<file path="config.mk">
export PLATFORM = sky130hd
export DESIGN_NAME = tmds_rx_channel
export DESIGN_NICKNAME = d
export VERILOG_FILES = /design/src/rtl/tmds_pkg.sv /design/src/rtl/tmds_decode.sv /design/src/rtl/tmds_rx_channel.sv
export SDC_FILE = /design/constraint.sdc
export NUM_CORES = 1
export LEC_CHECK = 0
export ABC_CLOCK_PERIOD_IN_PS = 3060
export CAP_MARGIN = 20
export CORE_ASPECT_RATIO = 0.6
export CORE_UTILIZATION = 58
export DETAILED_ROUTE_END_ITERATION = 7
export GPL_TIMING_DRIVEN = 0
export PLACE_DENSITY = 0.79
export SYNTH_ARGS = -nofsm -noshare
export SYNTH_HDL_FRONTEND = slang
export SYNTH_SLANG_ARGS = --single-unit
</file>
<file path="constraint.sdc">
create_clock -name clk -period 3.06 [get_ports clk]
set_input_delay 0.612 -clock clk [delete_from_list [all_inputs] [get_ports clk]]
set_output_delay 0.612 -clock clk [all_outputs]
set_load 0.02 [all_outputs]
</file>
<file path="src/rtl/tmds_pkg.sv">
// Shared definitions for the TMDS receive lane: control tokens, FSM states
// and the token lookup used by the decoder.
package tmds_pkg;

    localparam logic [9:0] TOK_00 = 10'b1101010100;
    localparam logic [9:0] TOK_01 = 10'b0010101011;
    localparam logic [9:0] TOK_10 = 10'b0101010100;
    localparam logic [9:0] TOK_11 = 10'b1010101011;

    typedef enum logic [1:0] {
        HUNT,
        VERIFY,
        LOCKED
    } rx_state_e;

    // Returns {hit, c1, c0}; c1/c0 are zero when the word is not a token.
    function automatic logic [2:0] tok_match(input logic [9:0] q);
        case (q)
            TOK_00:  return 3'b100;
            TOK_01:  return 3'b101;
            TOK_10:  return 3'b110;
            TOK_11:  return 3'b111;
            default: return 3'b000;
        endcase
    endfunction

endpackage

</file>
<file path="src/rtl/tmds_decode.sv">
// Combinational 10b -> 8b TMDS word decoder with control-token detection.
module tmds_decode
    import tmds_pkg::*;
(
    input  logic [9:0] q,
    output logic [7:0] data,
    output logic       is_token,
    output logic       c0,
    output logic       c1
);

    logic [7:0] d;

    always_comb begin
        d       = q[7:0] ^ {8{q[9]}};
        data    = '0;
        data[0] = d[0];
        // q[8] selects whether the encoder chained bits with XOR or XNOR
        for (int i = 1; i < 8; i++) begin
            data[i] = q[8] ? (d[i] ^ d[i-1]) : ~(d[i] ^ d[i-1]);
        end
        {is_token, c1, c0} = tok_match(q);
    end

endmodule

</file>
<file path="src/rtl/tmds_rx_channel.sv">
// One TMDS receive lane: serial capture, word alignment on control tokens,
// lock supervision and registered decode outputs.
module tmds_rx_channel
    import tmds_pkg::*;
#(
    parameter int LOCK_COUNT = 8,
    parameter int MAX_ACTIVE = 4096
) (
    input  logic       clk,
    input  logic       rst,
    input  logic       din,
    output logic [7:0] dout,
    output logic       de,
    output logic       c0,
    output logic       c1,
    output logic       valid,
    output logic       locked
);

    localparam int CNT_W = $clog2(LOCK_COUNT + 1);
    localparam int ACT_W = $clog2(MAX_ACTIVE + 1);
    localparam logic [CNT_W-1:0] CNT_LAST = CNT_W'(LOCK_COUNT - 1);
    localparam logic [ACT_W-1:0] ACT_LAST = ACT_W'(MAX_ACTIVE - 1);

    logic [9:0]       sr;
    logic [3:0]       ph;
    rx_state_e        state, state_nx;
    logic [CNT_W-1:0] cnt, cnt_nx;
    logic [ACT_W-1:0] act, act_nx;
    logic             ph_zero;
    logic             emit;
    logic             boundary;

    logic [7:0] dec_data;
    logic       dec_tok, dec_c0, dec_c1;

    tmds_decode u_dec (
        .q        (sr),
        .data     (dec_data),
        .is_token (dec_tok),
        .c0       (dec_c0),
        .c1       (dec_c1)
    );

    assign boundary = (ph == 4'd9);
    assign locked   = (state == LOCKED);

    always_comb begin
        state_nx = state;
        cnt_nx   = cnt;
        act_nx   = act;
        ph_zero  = 1'b0;
        emit     = 1'b0;
        case (state)
            HUNT: begin
                // Sliding search: restart the phase so the next boundary is one word later
                if (dec_tok) begin
                    ph_zero  = 1'b1;
                    cnt_nx   = CNT_W'(1);
                    act_nx   = '0;
                    state_nx = VERIFY;
                end
            end
            VERIFY: begin
                if (boundary) begin
                    if (dec_tok) begin
                        act_nx = '0;
                        cnt_nx = cnt + 1'b1;
                        if (cnt == CNT_LAST) state_nx = LOCKED;
                    end else begin
                        cnt_nx   = '0;
                        state_nx = HUNT;
                    end
                end
            end
            LOCKED: begin
                if (boundary) begin
                    if (dec_tok) begin
                        act_nx = '0;
                        emit   = 1'b1;
                    end else if (act == ACT_LAST) begin
                        // Too long without blanking: assume alignment is gone
                        act_nx   = act + 1'b1;
                        cnt_nx   = '0;
                        state_nx = HUNT;
                    end else begin
                        act_nx = act + 1'b1;
                        emit   = 1'b1;
                    end
                end
            end
            default: state_nx = HUNT;
        endcase
    end

    always_ff @(posedge clk or negedge rst) begin
        if (!rst) begin
            sr    <= '0;
            ph    <= '0;
            state <= HUNT;
            cnt   <= '0;
            act   <= '0;
        end else begin
            sr    <= {din, sr[9:1]};
            ph    <= (ph_zero || boundary) ? 4'd0 : ph + 4'd1;
            state <= state_nx;
            cnt   <= cnt_nx;
            act   <= act_nx;
        end
    end

    always_ff @(posedge clk or negedge rst) begin
        if (!rst) begin
            dout  <= '0;
            de    <= 1'b0;
            c0    <= 1'b0;
            c1    <= 1'b0;
            valid <= 1'b0;
        end else begin
            valid <= emit;
            if (emit) begin
                // Tokens leave the last pixel byte in place
                if (dec_tok) begin
                    de <= 1'b0;
                    c0 <= dec_c0;
                    c1 <= dec_c1;
                end else begin
                    de   <= 1'b1;
                    dout <= dec_data;
                end
            end
        end
    end

endmodule

</file>
==> results.yml <==
synthesis:
  synth.cell_area_mm2: 0.00234
  yosysSeqAreaShare: 0.481
  ys_types: 47
  synth-seq-cells: 45
  ys_warn_count: 0
  synth_area_per_cell_um2: 10.8
  synth_cells: 216
  async_flop_share: 1.00
  syn-num-nets: 229
  synthFlopType: "dfrtp_1"
  synth-edff-count: 0
sta:
  fin_crit_ns: 2.55
  fin_crit_sh: 0.833
  finClkSkew_ns: 0.00579
  setup_viol: 0
  hold_slack_ns: 0.237
  final_max_slew_viol_count: 0
  max_slew.worst_pin.slew_ns: 0.728
  slew-limit-headroom: 0.510
  hold_viol: 0
  rsz0062_at_grt: "false"
  clock.fmax_ghz: 0.392
  setup_tns_ns: 0
clocking:
  clk_path_buf_depth: 2
  cts_made_buffers: 5
  clock-sinks: 45
  h-tree-depth: 2
  clk_latency_ns: 0.30
  hold_buffers: 0
  cts_resized: 0
  cts_tree: "done"
  root_buffer: "clkbuf_8"
  postCtsSetupBuffers: 0
  clk_pin_slew_ns: 0.08
floorplanning:
  initial_core_util: 0.622
  die_x_um: 84.0
  die_h_um: 51.2
  pin_count: 16
  fp.coreArea_mm2: 0.00376
  row_count: 17
  dieArea_mm2: 0.00430
place:
  gp_congestion: 0.802
  portBuffers: 15
  hpwl_um: 3440
critical_path:
  worstPathArrival_ns: 2.74
  cpMaxStageDelayCell: "or4_4"
  criticalPathCategory: "flop to flop"
  crit_chain: "ha_1 -> nand4_1 -> or4_4 -> o31ai_4 -> and2_0 -> mux2_2"
  r2r_slack_ns: 0.51
  endpoint_kind: "flop"
  startpoint: "act[0]"
  cp_max_fo: 6
  cp_slowest_stage_delay_ns: 0.59
  reg2reg_from: "act[0]"
  cp-start-kind: "flop"
  cp.required_ns: 3.25
pwr:
  p_per_area_mw_per_mm2: 537
  internal_power_mw: 1.04
  pwr-share-seq: 0.476
  ir_drop_mv: 0.544
  clockPowerShare: 0.324
  combPwrFrac: 0.200
  power.switching_uw: 404
  finalPower_mw: 1.44
  power.leakage_nw: 1.16
  p_sw_frac: 0.280
drt:
  routed_wl_um: 4650
  viasPerCell: 6.04
  drc: 8
  dr.pass1.iters: 7
  wire_per_inst_um: 16.2
  ant_nets: 0
  drt_iter0_drc: 140
  vias: 1733
cells_and_area:
  drive_gt1_frac: 0.125
  utilization: 0.714
  fill_cells: 279
  final_cell_mix: "45 x dfrtp_1, 19 x o21ai_0, 14 x clkdlybuf4s50_1, 12 x nor2_1"
  syn_to_final_growth_pct: 14.7
  antenna_cells: 0
  final_net_count: 252
  layout_commonest_cell: "dfrtp_1"
global_route:
  grt_pass1_wl_um: 8180
  grt_max_degree: 29
  gr-total-overflow: 0
  track_usage: 0.255
  grt_pass1_vias: 1697
  antenna_found_initial: 0
worst_hold_path:
  min_path_type: "input port to async pin"
flow_run:
  drv_cap: 0
outcome:
  violations: "DRC"
  status: "finished, violations left"
-- registers in the layout, indices dropped and copies added (netlist names) --
register and cells:
valid 1, ph 4, c1 1, sr 10, dout 8, c0 1, cnt 4, de 1
act 13, state 2
-- stage by stage --
step	setup WS [ns]	area, µm²	cells
detailed placement	0.531	2570	279
finish	0.512	2690	287
global placement	0.184	2550	278
CTS	0.503	2690	287
floorplan	0.799	2340	216
global route	0.365	2690	287
-- synthesized netlist by cell type (all sizes together) (5+ instances only) --
cell,n,area share
nand3,9,0.019
a21oi,5,0.011
ha,10,0.053
dfrtp,45,0.48
inv,11,0.018
mux2,9,0.043
xnor2,9,0.034
nand2,11,0.018
nor2,12,0.019
o21ai,19,0.041
xor2,5,0.019
nor4,7,0.025
-- path summary, 6_finish.rpt --
path	end	depth (start not counted)
max in group asynchronous	cnt[1]	2
worst max register to register	cnt[0]	6
worst min register to register	sr[7]	0
worst min-delay path	dout[6]	1
worst max-delay path	cnt[0]	6
min in group clk	sr[7]	0
-- power groups by stage --
| stage | sequential (mW) | clock [mW] | combinational (mW) |
|---|---|---|---|
| floorplan | 0.687 | 0 | 0.223 |
| global placement | 0.695 | 0 | 0.275 |
| detailed placement | 0.698 | 0 | 0.287 |
| CTS | 0.687 | 0.475 | 0.291 |
| global route | 0.694 | 0.499 | 0.333 |
| finish | 0.686 | 0.468 | 0.289 |
-- area by class of cell --
class                           instances  area (µm²)  area share
Buffer                                  7        56.3      0.0210
Clock buffer                            6        82.6      0.0307
Clock inverter                          2        37.5      0.0140
Inverter                               11        41.3      0.0154
Multi-Input combinational cell        153        1120       0.416
Sequential cell                        45        1130       0.419
Tap cell                               47        58.8      0.0219
Timing Repair Buffer                   16         165      0.0615
-- critical path, delay by kind of cell (launching register included) --
| family | cells | cell delay [ns] |
|---|---|---|
| multiplexers | 1 | 0.37 |
| flip-flops | 1 | 0.41 |
| AO/OA/AOI/OAI | 1 | 0.29 |
| AND/OR/NAND/NOR | 3 | 1.15 |
| adder cells (fa/ha/maj) | 1 | 0.23 |
-- layer usage --
| metal | GRT usage | vias up | routed length (µm) |
|---|---|---|---|
| met5 | 0 | - | 0 |
| met1 | 0.356 | 837 | 2360 |
| met2 | 0.383 | 50 | 1950 |
| met3 | 0.0679 | 7 | 268 |
| met4 | 0.101 | 0 | 73 |
| li1 | - | 839 | - |
-- cells by family after synthesis --
kind of cell / synth area share
fa+ha+maj: 0.0534
compound gates: 0.145
flops: 0.481
mux: 0.0475
xor+xnor: 0.0524
buf+inv: 0.0417
simple gates: 0.179
Power figures use the tool's default switching activity.
